==> src/rtl/vga_scan_gen_if.sv <==
// vga_scan_gen_if
// Pixel-side bundle of the VGA raster generator.
//   row, col     : current raster position, driven by the generator
//   pix_en       : one-clk pixel strobe, driven by the generator
//   color_in     : 12-bit {R,G,B} returned by the colour logic for row/col
//   vga_r/g/b    : registered, blanked colour at the board pins
//   hsync, vsync : registered sync at the board pins
//   frame_start  : one-clk pulse per frame
// master = generator side, slave = colour logic / observer side.
interface vga_scan_gen_if;
    logic [8:0]  row;
    logic [9:0]  col;
    logic        pix_en;
    logic [11:0] color_in;
    logic [3:0]  vga_r;
    logic [3:0]  vga_g;
    logic [3:0]  vga_b;
    logic        hsync;
    logic        vsync;
    logic        frame_start;

    modport master (
        output row, col, pix_en, vga_r, vga_g, vga_b, hsync, vsync, frame_start,
        input  color_in
    );

    modport slave (
        input  row, col, pix_en, vga_r, vga_g, vga_b, hsync, vsync, frame_start,
        output color_in
    );
endinterface

==> src/rtl/vga_scan_gen.sv <==
// vga_scan_gen
// VGA raster generator. Divides clk into a pixel strobe, runs the horizontal
// and vertical counters, exposes row/col to the colour logic and registers
// blanked RGB plus hsync/vsync so that colour and sync stay aligned.
// Ports:
//   clk   : system clock
//   rst_n : asynchronous active-low reset
//   vga   : vga_scan_gen_if.master (row, col, pix_en, color_in, vga_r/g/b,
//           hsync, vsync, frame_start)
module vga_scan_gen #(
    parameter int unsigned CLK_DIV  = 4,
    parameter int unsigned H_ACTIVE = 640,
    parameter int unsigned H_FP     = 16,
    parameter int unsigned H_SYNC   = 96,
    parameter int unsigned H_BP     = 48,
    parameter int unsigned V_ACTIVE = 480,
    parameter int unsigned V_FP     = 10,
    parameter int unsigned V_SYNC   = 2,
    parameter int unsigned V_BP     = 33,
    parameter bit          SYNC_POL = 1'b0
) (
    input  logic           clk,
    input  logic           rst_n,
    vga_scan_gen_if.master vga
);

    localparam int unsigned H_TOTAL = H_ACTIVE + H_FP + H_SYNC + H_BP;
    localparam int unsigned V_TOTAL = V_ACTIVE + V_FP + V_SYNC + V_BP;
    localparam int unsigned DIV_W   = (CLK_DIV > 1) ? $clog2(CLK_DIV) : 1;

    localparam logic [DIV_W-1:0] DIV_LAST = DIV_W'(CLK_DIV - 1);
    localparam logic [9:0] H_LAST = 10'(H_TOTAL - 1);
    localparam logic [9:0] V_LAST = 10'(V_TOTAL - 1);
    localparam logic [9:0] H_ACT  = 10'(H_ACTIVE);
    localparam logic [9:0] V_ACT  = 10'(V_ACTIVE);
    localparam logic [9:0] HS_BEG = 10'(H_ACTIVE + H_FP);
    localparam logic [9:0] HS_END = 10'(H_ACTIVE + H_FP + H_SYNC);
    localparam logic [9:0] VS_BEG = 10'(V_ACTIVE + V_FP);
    localparam logic [9:0] VS_END = 10'(V_ACTIVE + V_FP + V_SYNC);

    logic [DIV_W-1:0] div_cnt;
    logic             pix_en_q;
    logic [9:0]       h_cnt;
    logic [9:0]       v_cnt;
    logic             h_wrap;
    logic             v_wrap;
    logic             active;
    logic             hs_raw;
    logic             vs_raw;
    logic [11:0]      rgb_q;
    logic             hsync_q;
    logic             vsync_q;
    logic             frame_start_q;

    always_comb begin
        h_wrap = (h_cnt == H_LAST);
        v_wrap = (v_cnt == V_LAST);
        active = (h_cnt < H_ACT) && (v_cnt < V_ACT);
        hs_raw = (h_cnt >= HS_BEG) && (h_cnt < HS_END);
        vs_raw = (v_cnt >= VS_BEG) && (v_cnt < VS_END);
    end

    // With CLK_DIV=1 div_cnt never leaves 0, so pix_en stays high after the first edge.
    always_ff @(posedge clk or negedge rst_n) begin
        if (!rst_n) begin
            div_cnt  <= '0;
            pix_en_q <= 1'b0;
        end else begin
            div_cnt  <= (div_cnt == DIV_LAST) ? '0 : div_cnt + 1'b1;
            pix_en_q <= (div_cnt == DIV_LAST);
        end
    end

    always_ff @(posedge clk or negedge rst_n) begin
        if (!rst_n) begin
            h_cnt <= '0;
            v_cnt <= '0;
        end else if (pix_en_q) begin
            h_cnt <= h_wrap ? '0 : h_cnt + 10'd1;
            if (h_wrap) begin
                v_cnt <= v_wrap ? '0 : v_cnt + 10'd1;
            end
        end
    end

    // Output stage samples the pre-edge counters, so colour and sync lag the
    // counters by exactly one pixel period and stay aligned with each other.
    always_ff @(posedge clk or negedge rst_n) begin
        if (!rst_n) begin
            rgb_q         <= '0;
            hsync_q       <= ~SYNC_POL;
            vsync_q       <= ~SYNC_POL;
            frame_start_q <= 1'b0;
        end else begin
            frame_start_q <= pix_en_q && h_wrap && v_wrap;
            if (pix_en_q) begin
                rgb_q   <= active ? vga.color_in : '0;
                hsync_q <= hs_raw ? SYNC_POL : ~SYNC_POL;
                vsync_q <= vs_raw ? SYNC_POL : ~SYNC_POL;
            end
        end
    end

    assign vga.pix_en      = pix_en_q;
    assign vga.col         = h_cnt;
    assign vga.row         = (v_cnt < V_ACT) ? v_cnt[8:0] : '0;
    assign vga.vga_r       = rgb_q[11:8];
    assign vga.vga_g       = rgb_q[7:4];
    assign vga.vga_b       = rgb_q[3:0];
    assign vga.hsync       = hsync_q;
    assign vga.vsync       = vsync_q;
    assign vga.frame_start = frame_start_q;

endmodule
==> src/flat_wrapper.sv <==
// flat-port wrapper written by rule: the top's interface ports become plain ports
module vga_scan_gen_flat 
#(
    parameter int unsigned CLK_DIV  = 4,
    parameter int unsigned H_ACTIVE = 640,
    parameter int unsigned H_FP     = 16,
    parameter int unsigned H_SYNC   = 96,
    parameter int unsigned H_BP     = 48,
    parameter int unsigned V_ACTIVE = 480,
    parameter int unsigned V_FP     = 10,
    parameter int unsigned V_SYNC   = 2,
    parameter int unsigned V_BP     = 33,
    parameter bit          SYNC_POL = 1'b0
)
  (clk, rst_n, vga_row, vga_col, vga_pix_en, vga_vga_r, vga_vga_g, vga_vga_b, vga_hsync, vga_vsync, vga_frame_start, vga_color_in);
  vga_scan_gen_if vga_i ();
  input  logic clk;
  input  logic rst_n;
  output wire logic [$bits(vga_i.row)-1:0] vga_row;
  output wire logic [$bits(vga_i.col)-1:0] vga_col;
  output wire logic [$bits(vga_i.pix_en)-1:0] vga_pix_en;
  output wire logic [$bits(vga_i.vga_r)-1:0] vga_vga_r;
  output wire logic [$bits(vga_i.vga_g)-1:0] vga_vga_g;
  output wire logic [$bits(vga_i.vga_b)-1:0] vga_vga_b;
  output wire logic [$bits(vga_i.hsync)-1:0] vga_hsync;
  output wire logic [$bits(vga_i.vsync)-1:0] vga_vsync;
  output wire logic [$bits(vga_i.frame_start)-1:0] vga_frame_start;
  input wire logic [$bits(vga_i.color_in)-1:0] vga_color_in;
  assign vga_row = vga_i.row;
  assign vga_col = vga_i.col;
  assign vga_pix_en = vga_i.pix_en;
  assign vga_vga_r = vga_i.vga_r;
  assign vga_vga_g = vga_i.vga_g;
  assign vga_vga_b = vga_i.vga_b;
  assign vga_hsync = vga_i.hsync;
  assign vga_vsync = vga_i.vsync;
  assign vga_frame_start = vga_i.frame_start;
  assign vga_i.color_in = vga_color_in;
  vga_scan_gen #(.CLK_DIV(CLK_DIV), .H_ACTIVE(H_ACTIVE), .H_FP(H_FP), .H_SYNC(H_SYNC), .H_BP(H_BP), .V_ACTIVE(V_ACTIVE), .V_FP(V_FP), .V_SYNC(V_SYNC), .V_BP(V_BP), .SYNC_POL(SYNC_POL)) u_core (.clk(clk), .rst_n(rst_n), .vga(vga_i));
endmodule
==> config.mk <==
export PLATFORM = sky130hd
export DESIGN_NAME = vga_scan_gen_flat
export DESIGN_NICKNAME = d
export VERILOG_FILES = /design/src/rtl/vga_scan_gen_if.sv /design/src/rtl/vga_scan_gen.sv /design/src/flat_wrapper.sv
export SDC_FILE = /design/constraint.sdc
export NUM_CORES = 1
export LEC_CHECK = 0
export ABC_CLOCK_PERIOD_IN_PS = 2200
export CELL_PAD_IN_SITES_DETAIL_PLACEMENT = 1
export CELL_PAD_IN_SITES_GLOBAL_PLACEMENT = 1
export CORE_MARGIN = 1.5
export CORE_UTILIZATION = 36
export CTS_BUF_LIST = sky130_fd_sc_hd__clkbuf_4 sky130_fd_sc_hd__clkbuf_8 sky130_fd_sc_hd__clkbuf_16
export DETAILED_ROUTE_END_ITERATION = 10
export PLACE_DENSITY_LB_ADDON = 0.25
export SLEW_MARGIN = 0
export SYNTH_ARGS = -nofsm -noshare
export SYNTH_HDL_FRONTEND = slang
export SYNTH_SLANG_ARGS = --single-unit
==> constraint.sdc <==
create_clock -name clk -period 2.2 [get_ports clk]
set_input_delay 0.44 -clock clk [delete_from_list [all_inputs] [get_ports clk]]
set_output_delay 0.44 -clock clk [all_outputs]
set_load 0.02 [all_outputs]
After elaboration in Yosys (flattened, before gate mapping)
Cells that the tools add are included.
{"block": "totals", "register_bits": 38, "latchBits": 0, "ramBits": 0, "mem_bits_ro": 0, "output_inout_bits": 35, "elab_cells": 33, "memories": 0}
{"block": "op_classes", "add_sub_neg": 3, "multipliers": 0, "div_mod_pow": 0, "n_lt_le_gt_ge": 6, "eq_ne": 3, "n_shift": 0, "n_mux": 7, "n_bitwise": 0, "n_reduce_logical": 6}
{"cell": "$add 10x1->10 const B", "count": 2}
{"cell": "$eq 10x10->1 const B", "count": 2}
{"cell": "$lt 10x10->1 const B", "count": 2}
{"cell": "$lt 10x9->1 const B", "count": 2}
{"cell": "$mux 10", "count": 2}
{"cell": "$mux 12", "count": 1}
{"cell": "$ge 10x10->1 const B", "count": 1}
{"cell": "$ge 10x9->1 const B", "count": 1}
{"cell": "$mux 9", "count": 1}
{"cell": "$logic_and 1x1->1", "count": 5}
{"cell": "$add 2x1->2 const B", "count": 1}
{"cell": "$eq 2x2->1 const B", "count": 1}
{"cell": "$mux 1", "count": 2}
{"cell": "$mux 2", "count": 1}
{"cell": "$reduce_and 2->1", "count": 1}

Longest topological paths before layout
Gate-level depths: netlist (run 1).
{"block": "depth", "depth_word": 3, "depth_mapped": 6, "depth_no_buf": 6}

Worst setup path before layout (run 1)
OpenSTA, ideal clock, no wires.
{"block": "synth_path", "path_type": "reg-to-reg", "start": "register u_core.h_cnt[1], in the netlist u_core.vga.col[1]", "end": "register u_core.v_cnt[6]", "setup_ps": 125, "t_arrival_ps": 1882, "setup_slack_ps": 193, "stages_incl_launch_ff": 7, "n_path_buf": 1, "path_cell_list": "dfrtp_1 ha_1 nand2_1 or4_4 buf_6 or3_1 xnor2_1"}
{"block": "synth_via", "elab_chain_len": 2}
{"element": "start, declared", "line": "vga_scan_gen.sv:43", "text": "logic [9:0] h_cnt;"}
{"element": "start signal, assigned", "line": "vga_scan_gen.sv:79", "text": "h_cnt <= h_wrap ? '0 : h_cnt + 10'd1;"}
{"element": "$eq 10x10->1", "line": "vga_scan_gen.sv:56", "text": "h_wrap = (h_cnt == H_LAST);"}
{"element": "$reduce_and 2->1 (no line)"}
{"element": "end signal, assigned", "line": "vga_scan_gen.sv:81", "text": "v_cnt <= v_wrap ? '0 : v_cnt + 10'd1;"}
{"element": "end, declared", "line": "vga_scan_gen.sv:44", "text": "logic [9:0] v_cnt;"}
No other way between the ends.
A chain may end at the register's enable or synchronous reset.

Worst setup path in the final report (run 1)
{"block": "layout_path", "start": "register u_core.v_cnt[9]", "end": "output port vga_row[5]"}
{"block": "layout_via", "elab_chain_len": 2}
{"element": "$lt 10x9->1", "line": "vga_scan_gen.sv:106", "text": "assign vga.row = (v_cnt < V_ACT) ? v_cnt[8:0] : '0;"}
{"element": "$mux 9", "line": "vga_scan_gen.sv:106"}
{"element": "end, declared", "line": "flat_wrapper.sv:19", "text": "output wire logic [$bits(vga_i.row)-1:0] vga_row;"}
No other way between the ends.

==> qor.csv, run 1 <==
stage,metric,value,unit
clock_tree,CTS sink count,38,
min_path,worst hold path class,in -> async,
setup_path,Top delay family on crit path,buffers and inverters,
yosys,Synth Flop Type,dfrtp_1,
global_route,largest net degree at the start of global routing,39,
floorplanning,Die Span Y,73.01,um
setup_path,CP required,1.76,ns
timing,crit path time final,2.100,ns
timing,Worst Clk Skew,0.007445,ns
placement,worst slack at placement,0.06917,ns
setup_path,Worst Path Buf+Inv,2,
drt,drt pass-1 iters,4,
clock_tree,root buffer cell,clkbuf_8,
clock_tree,CTS tree,yes,
yosys,post-synthesis cell type count,33,
timing,RSZ-0062 raised after global routing,false,
yosys,post-synth top area share,0.5106,
setup_path,"Cell Chain, Critical Path",inv_1 > and3_1 > clkdlybuf4s50_1,
global_route,vias in the first global route,1613,
power,Peak supply drop,0.3264,mV
timing,Rel. slew slack,0.4608,
yosys,Synth area leaders,"dfrtp_1 51%, a22o_1 6.5%, ha_1 3.5%",
timing,final setup margin,0.1002,ns
drt,DRT iter0 DRCs,76,
floorplanning,core area,0.004723,mm2
floorplanning,Starting Density,0.3735,
drt,final WL,4.643,mm
drt,Routed Antenna Nets,0,
final_layout,Final #Nets,240,
floorplanning,die area,0.005330,mm2
clock_tree,CTS HTree Levels,2,
drt,vias per cell,5.170,
clock_tree,Worst-path clk slew,0.08,ns
yosys,Gate Count Post-Synth,163,
timing,final worst-path cycle share,0.9545,
setup_path,Crit path largest cell delay,0.59,ns
clock_tree,CTS resizes,9,
clock_tree,setup repair bufs after CTS,0,
drt,drc violations,0,
final_layout,layout cell share with drive strength beyond 1,0.1216,
placement,global placement routability congestion,0.8440,
global_route,total track usage,0.1988,
drt,total number of vias,1494,
flow_run,max cap viols,0,
yosys,post-synth top area cell,dfrtp_1,
yosys,most frequent cell after synthesis,dfrtp_1,
setup_path,slowest CP cell,clkdlybuf4s50_1,
global_route,initial antenna violation count,0,
timing,Slew Limit Fails,0,
setup_path,worst-path fanout max,7,
drt,drt wl/cell,16.07,um
timing,Finish-stage setup viols,0,
power,Cell Pwr Density,617.8,mW/mm2
floorplanning,cell row count,25,
yosys,synthesized net count,182,
timing,setup TNS,0,ns
floorplanning,io pins,49,
yosys,ys async rst share,1.000,
yosys,Post-synth top cells,"36 x dfrtp_1, 14 x nand2_1, 13 x a22o_1",
setup_path,crit end category,output port,
clock_tree,TritonCTS buffer count,5,
setup_path,Critical Path AT,1.66,ns
clock_tree,# hold bufs at CTS,0,
timing,achievable frequency,476.2,MHz
outcome,status,"complete, no violations",
final_layout,ant diodes,0,
placement,HPWL after DPL,3.329,mm
global_route,total grt overflow,0,
final_layout,Synth-to-Final Area Change,40.92,%
yosys,Post-Syn Area,0.001764,mm2
placement,PortBufs,48,
yosys,"Seq/Total Area, Yosys",0.5404,
power,LEAKAGE,1.113,nW
yosys,synthesized area per cell,10.82,um2
floorplanning,Chip Width,73.01,um
timing,Worst Tran Pin Value,0.8087,ns
yosys,Post-synth EDFFs,0,
yosys,Yosys reg bits,38,
setup_path,critical path type,reg -> out,
clock_tree,Clock Path Buffers,2,
setup_path,CP Launch Type,flip-flop,
timing,"Hold Vio Cnt, Final",0,
global_route,first-pass GRT wire length,7.921,mm
yosys,Yosys warnings,0,
clock_tree,Clock Latency Late Sink,0.29,ns
layout make-up:
cell class	count	area, um2
well taps	67	83.83
fillers	529	2237
flip-flops and latches	38	953.4
multi-input cells	110	739.5
inverters	9	33.78
clock inverters	2	60.06
clock buffers	6	82.58
repair buffers	57	533.0
worst reg2reg max path: cells and delay by family (launching register included):
kind	cells	cell delay [ns]
xor+xnor	1	0.13
fa+ha+maj	1	0.23
flops	1	0.41
simple gates	3	1.09
flip-flops by register name (all words and copies together) (netlist names):
| name | flops |
|---|---|
| u_core.rgb_q | 12 |
| u_core.v_cnt | 10 |
| u_core.vga.col | 10 |
| u_core.div_cnt | 2 |
| u_core.vga.frame_start | 1 |
| u_core.vga.hsync | 1 |
| u_core.vga.pix_en | 1 |
| u_core.vga.vsync | 1 |
cells in the final DEF, fill, tap and decap left out, types with 2 or more instances in the layout:
master / synthesis / layout
xor2_1: 3 / 3
nor2_1: 8 / 7
and3_2: 2 / 2
inv_1: 9 / 9
nor3_1: 7 / 7
clkbuf_8: 1 / 6
dfstp_2: 2 / 2
mux2i_1: 3 / 3
buf_4: 0 / 9
nor4_1: 3 / 3
a22o_1: 13 / 13
nand2_1: 14 / 14
and2_1: 6 / 6
and4_1: 2 / 2
a21oi_1: 5 / 5
dlygate4sd2_1: 0 / 8
xnor2_1: 7 / 7
bufinv_16: 0 / 2
nand4_1: 3 / 3
dfrtp_1: 36 / 36
or3_1: 2 / 2
ha_1: 5 / 5
clkdlybuf4s50_1: 0 / 39
and3_1: 4 / 4
nand3_1: 9 / 9
o21ai_0: 5 / 5
through the flow:
step	cell area, um2	hold WS (ns)	utilization	total power, mW	cells
after CTS	2486	0.2696	0.5264	1.557	289
after global routing	2486	0.3081	0.5264	1.593	289
after floorplan	1764	0.1444	-	0.7540	163
after global placement	2351	0.4140	0.4977	0.8141	281
after detailed placement	2351	0.4281	0.4977	0.8162	281
final	2486	0.2326	0.5264	1.536	289
logic make-up (layout without fill, tap and decap cells):
family / after synthesis / count (layout) / synth area share
adders and majority gates: 5 / 5 / 0.03546
xor gates and xnor gates: 10 / 10 / 0.04965
muxes: 4 / 4 / 0.02340
buffers and inverters: 15 / 74 / 0.04184
AOI/OAI and AO/OA: 26 / 26 / 0.1057
and+or+nand+nor: 65 / 65 / 0.2035
DFF: 38 / 38 / 0.5404
final timing paths:
path	cells past startpoint	slack [ns]	endpoint	startpoint
setup / recovery	3	0.10	vga_row[5]	u_core.v_cnt[9]
hold / removal	1	0.23	u_core.vga.col[3]	rst_n
setup reg to reg	5	0.23	u_core.v_cnt[6]	u_core.vga.col[1]
hold reg to reg	1	0.44	u_core.div_cnt[0]	u_core.div_cnt[0]
max in group asynchronous	1	1.45	u_core.v_cnt[1]	rst_n
min in group clk	1	0.44	u_core.div_cnt[0]	u_core.div_cnt[0]
layer usage:
metal / up-vias / part of all wire / track usage
met5: - / 0 / 0
met4: 0 / 0.011 / 0.06709
met3: 5 / 0.050 / 0.05387
met2: 44 / 0.50 / 0.3374
met1: 751 / 0.44 / 0.2434
li1: 694 / - / -
power breakdown:
part           internal [mW]  switching [mW]
Sequential             0.709         0.00721
Clock                  0.484           0.252
Combinational         0.0469          0.0371
Total                   1.24           0.296
Note: power is estimated with default switching activity, not from simulation.
==> run 2: changes to the inputs <==
--- a/config.mk
+++ b/config.mk
@@ -6,11 +6,13 @@
 export NUM_CORES = 1
 export LEC_CHECK = 0
 export ABC_CLOCK_PERIOD_IN_PS = 2200
+export CAP_MARGIN = 10
 export CELL_PAD_IN_SITES_DETAIL_PLACEMENT = 1
 export CELL_PAD_IN_SITES_GLOBAL_PLACEMENT = 1
 export CORE_MARGIN = 1.5
 export CORE_UTILIZATION = 36
 export CTS_BUF_LIST = sky130_fd_sc_hd__clkbuf_4 sky130_fd_sc_hd__clkbuf_8 sky130_fd_sc_hd__clkbuf_16
+export CTS_CLUSTER_SIZE = 28
 export DETAILED_ROUTE_END_ITERATION = 10
 export PLACE_DENSITY_LB_ADDON = 0.25
 export SLEW_MARGIN = 0
==> results of run 2 <==
No change in the layout: final DEF, timing and power equal those of run 1.
==> run 3: changes to the inputs <==
--- a/config.mk
+++ b/config.mk
@@ -9,6 +9,7 @@
 export CAP_MARGIN = 10
 export CELL_PAD_IN_SITES_DETAIL_PLACEMENT = 1
 export CELL_PAD_IN_SITES_GLOBAL_PLACEMENT = 1
+export CORE_ASPECT_RATIO = 0.9
 export CORE_MARGIN = 1.5
 export CORE_UTILIZATION = 36
 export CTS_BUF_LIST = sky130_fd_sc_hd__clkbuf_4 sky130_fd_sc_hd__clkbuf_8 sky130_fd_sc_hd__clkbuf_16
==> qor.csv, run 3 (synthesized netlist as in run 1, its figures left out) <==
stage,metric,value,unit,change
final_layout,Final #Nets,241,,+0.42%
final_layout,ant diodes,0,,unchanged
power,Comb power frac,0.064,,+0.009
setup_path,Critical Path AT,1.66,ns,about the same
placement,Placed Cells incl. Taps,277,,-1.4%
timing,final setup margin,0.09570,ns,-0.004492 ns
global_route,initial antenna violation count,0,,unchanged
floorplanning,io pins,49,,unchanged
placement,PortBufs,48,,unchanged
global_route,total grt overflow,0,,unchanged
final_layout,Finished Layout Cells,285,,-1.4%
flow_run,max cap viols,0,,unchanged
power,LEAKAGE,1.100,nW,-1.2%
floorplanning,core area,0.004576,mm2,-3.1%
final_layout,number of flip-flops in the largest register,12,,unchanged
setup_path,CP Launch Type,flip-flop,,
floorplanning,Die Span Y,69.41,um,-4.9%
setup_path,reg2reg start,u_core.vga.col[0],,
power,Clk network pwr share,0.394,,-0.085
timing,Finish-stage setup viols,0,,unchanged
global_route,total track usage,0.1906,,-0.008234
clock_tree,CTS resizes,9,,unchanged
setup_path,reg2reg end,u_core.v_cnt[6],,
clock_tree,Clock Latency Late Sink,0.29,ns,about the same
timing,setup TNS,0,ns,unchanged
power,sequential fraction of design power,0.542,,+0.075
clock_tree,CTS HTree Levels,2,,unchanged
timing,achievable frequency,475.2,MHz,-0.21%
setup_path,CP required,1.76,ns,about the same
setup_path,register-to-register path setup slack,0.29,ns,+0.06 ns
timing,Rel. slew slack,0.4307,,-0.03011
outcome,status,"complete, no violations",,
global_route,first-pass GRT wire length,7.914,mm,about the same
timing,worst hold slack,0.2521,ns,+0.01946 ns
placement,global placement routability congestion,0.8058,,-4.5%
final_layout,most frequent cells in the layout,"39 x clkdlybuf4s50_1, 36 x dfrtp_1, 14 x nand2_1",,
power,Sw Share,0.2156,,+0.02292
timing,Slew Limit Fails,0,,unchanged
global_route,vias in the first global route,1675,,+3.8%
clock_tree,CTS sink count,38,,unchanged
clock_tree,# hold bufs at CTS,0,,unchanged
timing,RSZ-0062 raised after global routing,false,,
timing,Worst Clk Skew,0.006714,ns,-0.0007306 ns
floorplanning,Chip Width,76.79,um,+5.2%
drt,Routed Antenna Nets,0,,unchanged
final_layout,layout cell share with drive strength beyond 1,0.1256,,+0.003939
clock_tree,root buffer cell,clkbuf_8,,
placement,HPWL after DPL,3.319,mm,-0.30%
power,Cell Pwr Density,541.3,mW/mm2,-12%
clock_tree,setup repair bufs after CTS,0,,unchanged
timing,crit path time final,2.104,ns,+0.004492 ns
power,Int Power,1.037,mW,-16%
setup_path,critical path type,reg -> out,,
timing,"Hold Vio Cnt, Final",0,,unchanged
final_layout,Reg with most FFs,u_core.rgb_q,,
drt,total number of vias,1529,,+2.3%
drt,vias per cell,5.365,,+3.8%
drt,drc violations,0,,unchanged
min_path,worst hold path class,in -> async,,
setup_path,crit end category,output port,,
final_layout,Synth-to-Final Area Change,38.44,%,
timing,final worst-path cycle share,0.9565,,+0.002042
clock_tree,Clock Path Buffers,2,,unchanged
drt,final WL,4.578,mm,-1.4%
power,Peak supply drop,0.3302,mV,+1.2%
placement,worst slack at placement,0.1083,ns,+0.03910 ns
timing,Worst Tran Pin Value,0.8539,ns,+0.04516 ns
power,Tot Pwr,1.322,mW,-14%
clock_tree,Worst-path clk slew,0.07,ns,about the same
placement,Area after DPL,0.002352,mm2,about the same
drt,drt pass-1 iters,4,,unchanged
floorplanning,die area,0.005330,mm2,about the same
setup_path,cell depth of the worst flop-to-flop path,5,,unchanged
power,P_sw,285.0,uW,-3.7%
setup_path,worst-path fanout max,6,,-1
global_route,largest net degree at the start of global routing,39,,unchanged
final_layout,"most common cell after layout, fill and taps aside",clkdlybuf4s50_1,,
clock_tree,TritonCTS buffer count,5,,unchanged
final_layout,Layout Utilization,0.5338,,+0.007413
drt,drt wl/cell,16.06,um,about the same
floorplanning,cell row count,23,,-8.0%
final_layout,final instance area,0.002442,mm2,-1.8%
drt,DRT iter0 DRCs,101,,+33%
floorplanning,Starting Density,0.3856,,+0.01205
clock_tree,CTS tree,yes,,
==> run 3: worst max path at each step <==
| stage | start | cells after the start | to |
|---|---|---|---|
| floorplan | u_core.vga.col[1] | 6 | u_core.v_cnt[6] |
| global placement | u_core.v_cnt[8] | 4 | vga_row[2] |
| detailed placement | u_core.v_cnt[8] | 4 | vga_row[8] |
| CTS | u_core.v_cnt[6] | 4 | vga_row[5] |
| global route | u_core.v_cnt[6] | 4 | vga_row[5] |
| finish | u_core.v_cnt[6] | 4 | vga_row[5] |
==> run 3: worst max-delay path, cell delays in order, from the launching register on <==
cell and delay, ns:
dfrtp_1 0.40, buf_4 0.17, nand3_1 0.06, and3_1 0.15, clkdlybuf4s50_1 0.59
==> run 3: power groups by stage <==
stage,sequential (mW),clock [mW],combinational (mW)
after floorplan,0.743,0,0.0108
after global placement,0.730,0,0.0848
after detailed placement,0.729,0,0.0868
after CTS,0.717,0.536,0.0869
after global routing,0.718,0.578,0.0922
final,0.716,0.520,0.0851
==> run 3: cell type report <==
type / count / area, um2
clock buffers: 8 / 97.59
multi-input cells: 110 / 739.5
repair buffers: 58 / 540.5
flip-flops and latches: 38 / 953.4
well taps: 62 / 77.57
fillers: 500 / 2133
inverters: 9 / 33.78
==> run 3: metal layers <==
metal | vias up | wire, um | global-route usage | share of wire
li1 | 697 | - | - | -
met1 | 779 | 2069 | 0.2372 | 0.45
met2 | 49 | 2185 | 0.3058 | 0.48
met3 | 4 | 275 | 0.06447 | 0.060
met4 | 0 | 47 | 0.07202 | 0.010
met5 | - | 0 | 0 | 0
==> RTL edit: new RTL, config.mk and constraints of run 1 <==
`SYNC_POL` is set to 1'b0 in 2 places; all go to 1'b1.
--- a/src/rtl/vga_scan_gen.sv
+++ b/src/rtl/vga_scan_gen.sv
@@ -18,5 +18,5 @@
     parameter int unsigned V_SYNC   = 2,
     parameter int unsigned V_BP     = 33,
-    parameter bit          SYNC_POL = 1'b0
+    parameter bit          SYNC_POL = 1'b1
 ) (
     input  logic           clk,
--- a/src/flat_wrapper.sv
+++ b/src/flat_wrapper.sv
@@ -11,5 +11,5 @@
     parameter int unsigned V_SYNC   = 2,
     parameter int unsigned V_BP     = 33,
-    parameter bit          SYNC_POL = 1'b0
+    parameter bit          SYNC_POL = 1'b1
 )
   (clk, rst_n, vga_row, vga_col, vga_pix_en, vga_vga_r, vga_vga_g, vga_vga_b, vga_hsync, vga_vsync, vga_frame_start, vga_color_in);
Formal check against the unedited RTL: not equivalent (Yosys sat finds a counterexample within 4 cycles, from zero or initial values and one cycle with rst_n low).
==> RTL edit against run 1 <==
  * Highest routed layer unchanged
  * Final cell count up 13%
  * Clock power down 31%
  * Count of clock-buffer cells in the layout unchanged
  * Die area up 5.3%
  * Synthesized area up 5.5%
  * Final area up 4.6%
  * Sequential cell count unchanged
  * Sequential power about the same
  * Routed wire length up 12%
  * Total power down 15%
  * Worst setup slack better by 0.025 ns
  * Worst hold slack worse by 0.19 ns
==> RTL edit: results (changes against run 1) <==
| Metric | Value |
|---|---|
| Run status | `completed` |
| Met1 wire length | `2160 µm (+5.6%)` |
| DR DRC count | `0 (unchanged)` |
| Final Total Pwr | `1.31 mW (-15%)` |
| Final Instance Area | `2600 µm² (+4.6%)` |
| Synth top cells by count | `dfrtp_1 (38), inv_1 (22), o21ai_0 (22), nand2_1 (20)` |
| Clock-cell share | `0.0366 (-0.0208)` |
| Multi-input gate count | `126 (+15%)` |
| Logic power comb | `0.0862 mW (+2.6%)` |
| Met3 Use GR | `0.0549 (+0.00102)` |
| Global-route wire length before repair | `8780 µm (+11%)` |
| Post-Synth Adder-Cell Area | `0.0336 (-0.00186)` |
| P_leak | `1.17 nW (+5.0%)` |
| Number of non-clock inverters in the layout | `22 (+13)` |
| Routability cong. | `0.811 (-3.9%)` |
| FILL cells | `570 (+7.8%)` |
| DR iter-0 viols | `32 (-58%)` |
| Area post-placement | `2520 µm² (+7.1%)` |
| CTS buffer count | `5 (unchanged)` |
| Slew HR | `0.607 (+0.146)` |
| Final Non-Filler Cells | `328 (+13%)` |
| Unique masters post-synth | `38 (+15%)` |
| Seq_cells | `38 (unchanged)` |
| Synthesized Nets | `214 (+18%)` |
| R2R setup slack | `0.21 ns (-0.02 ns)` |
| HPWL after detailed placement | `3890 µm (+17%)` |
| Final wirelength | `5200 µm (+12%)` |
| Min Hold Slack | `0.0398 ns (-0.193 ns)` |
| Share of cells above drive strength 1 | `0.123 (+0.000984)` |
| Total GRT Usage | `0.213 (+0.0143)` |
| Fraction of area in multi-input gates | `0.301 (+0.00319)` |
| GR Util met2 | `0.394 (+0.0569)` |
| Worst r2r src | `u_core.vga.col[5]$_DFFE_PN0P_` |
| Nets | `279 (+16%)` |
| Post-synthesis mux area share | `0 (-0.0234)` |
| Placed Cells | `320 (+14%)` |
| Power Sequential | `0.715 mW (about the same)` |
| XOR/XNOR Fraction of Synth Area | `0.0376 (-0.0120)` |
| Part of the Yosys area used for sequential elements | `0.511 (-0.0297)` |
| Total number of vias | `1638 (+9.6%)` |
| Reg-to-reg endpoint | `u_core.v_cnt[3]$_DFFE_PN0P_` |
| Cell depth of the worst flop-to-flop path | `4 (-1)` |
| Compound-gate portion of the synthesized area | `0.123 (+0.0173)` |
| Largest net degree at the start of global routing | `28 (-28%)` |
| Arr. time, crit path | `1.63 ns (-0.03 ns)` |
| Met3 wire length | `224 µm (-3.4%)` |
| Largest cells by area after synthesis | `dfrtp_1 (51%), o21ai_0 (5.9%), inv_1 (4.4%)` |
| Vias in the first global route | `1785 (+11%)` |
| Internal power | `1.00 mW (-19%)` |
| Setup WS pre-CTS | `0.224 ns (+0.155 ns)` |
| Slowest stage delay, CP | `0.66 ns (+0.07 ns)` |
| Peak VDD IR | `0.335 mV (+2.5%)` |
| Max FFs per register | `12 (unchanged)` |
| Core Area | `4850 µm² (+2.6%)` |
| Non-clk bufs | `67 (+18%)` |
| Per-instance average area after synthesis | `9.55 µm² (-12%)` |
RTL edit: worst max path at each step:
| stage | from | to | slack, ns | cells after the start |
|---|---|---|---|---|
| final | u_core.vga.pix_en$_DFF_PN0_ | vga_pix_en | 0.13 | 2 |
| after global placement | u_core.v_cnt[9]$_DFFE_PN0P_ | vga_row[1] | 0.26 | 4 |
| after floorplan | u_core.vga.col[0]$_DFFE_PN0P_ | u_core.v_cnt[3]$_DFFE_PN0P_ | 0.10 | 6 |
| after detailed placement | u_core.vga.col[5]$_DFFE_PN0P_ | u_core.v_cnt[3]$_DFFE_PN0P_ | 0.22 | 4 |
| after CTS | u_core.vga.pix_en$_DFF_PN0_ | vga_pix_en | 0.11 | 2 |
| after global routing | u_core.vga.pix_en$_DFF_PN0_ | vga_pix_en | 0.05 | 2 |
RTL edit: what timing repair did:
action	4_1_cts	5_1_grt
gates resized for setup	9	0
hold buffers	0	0
setup buffers	0	0
endpoints found under the setup margin	9	0
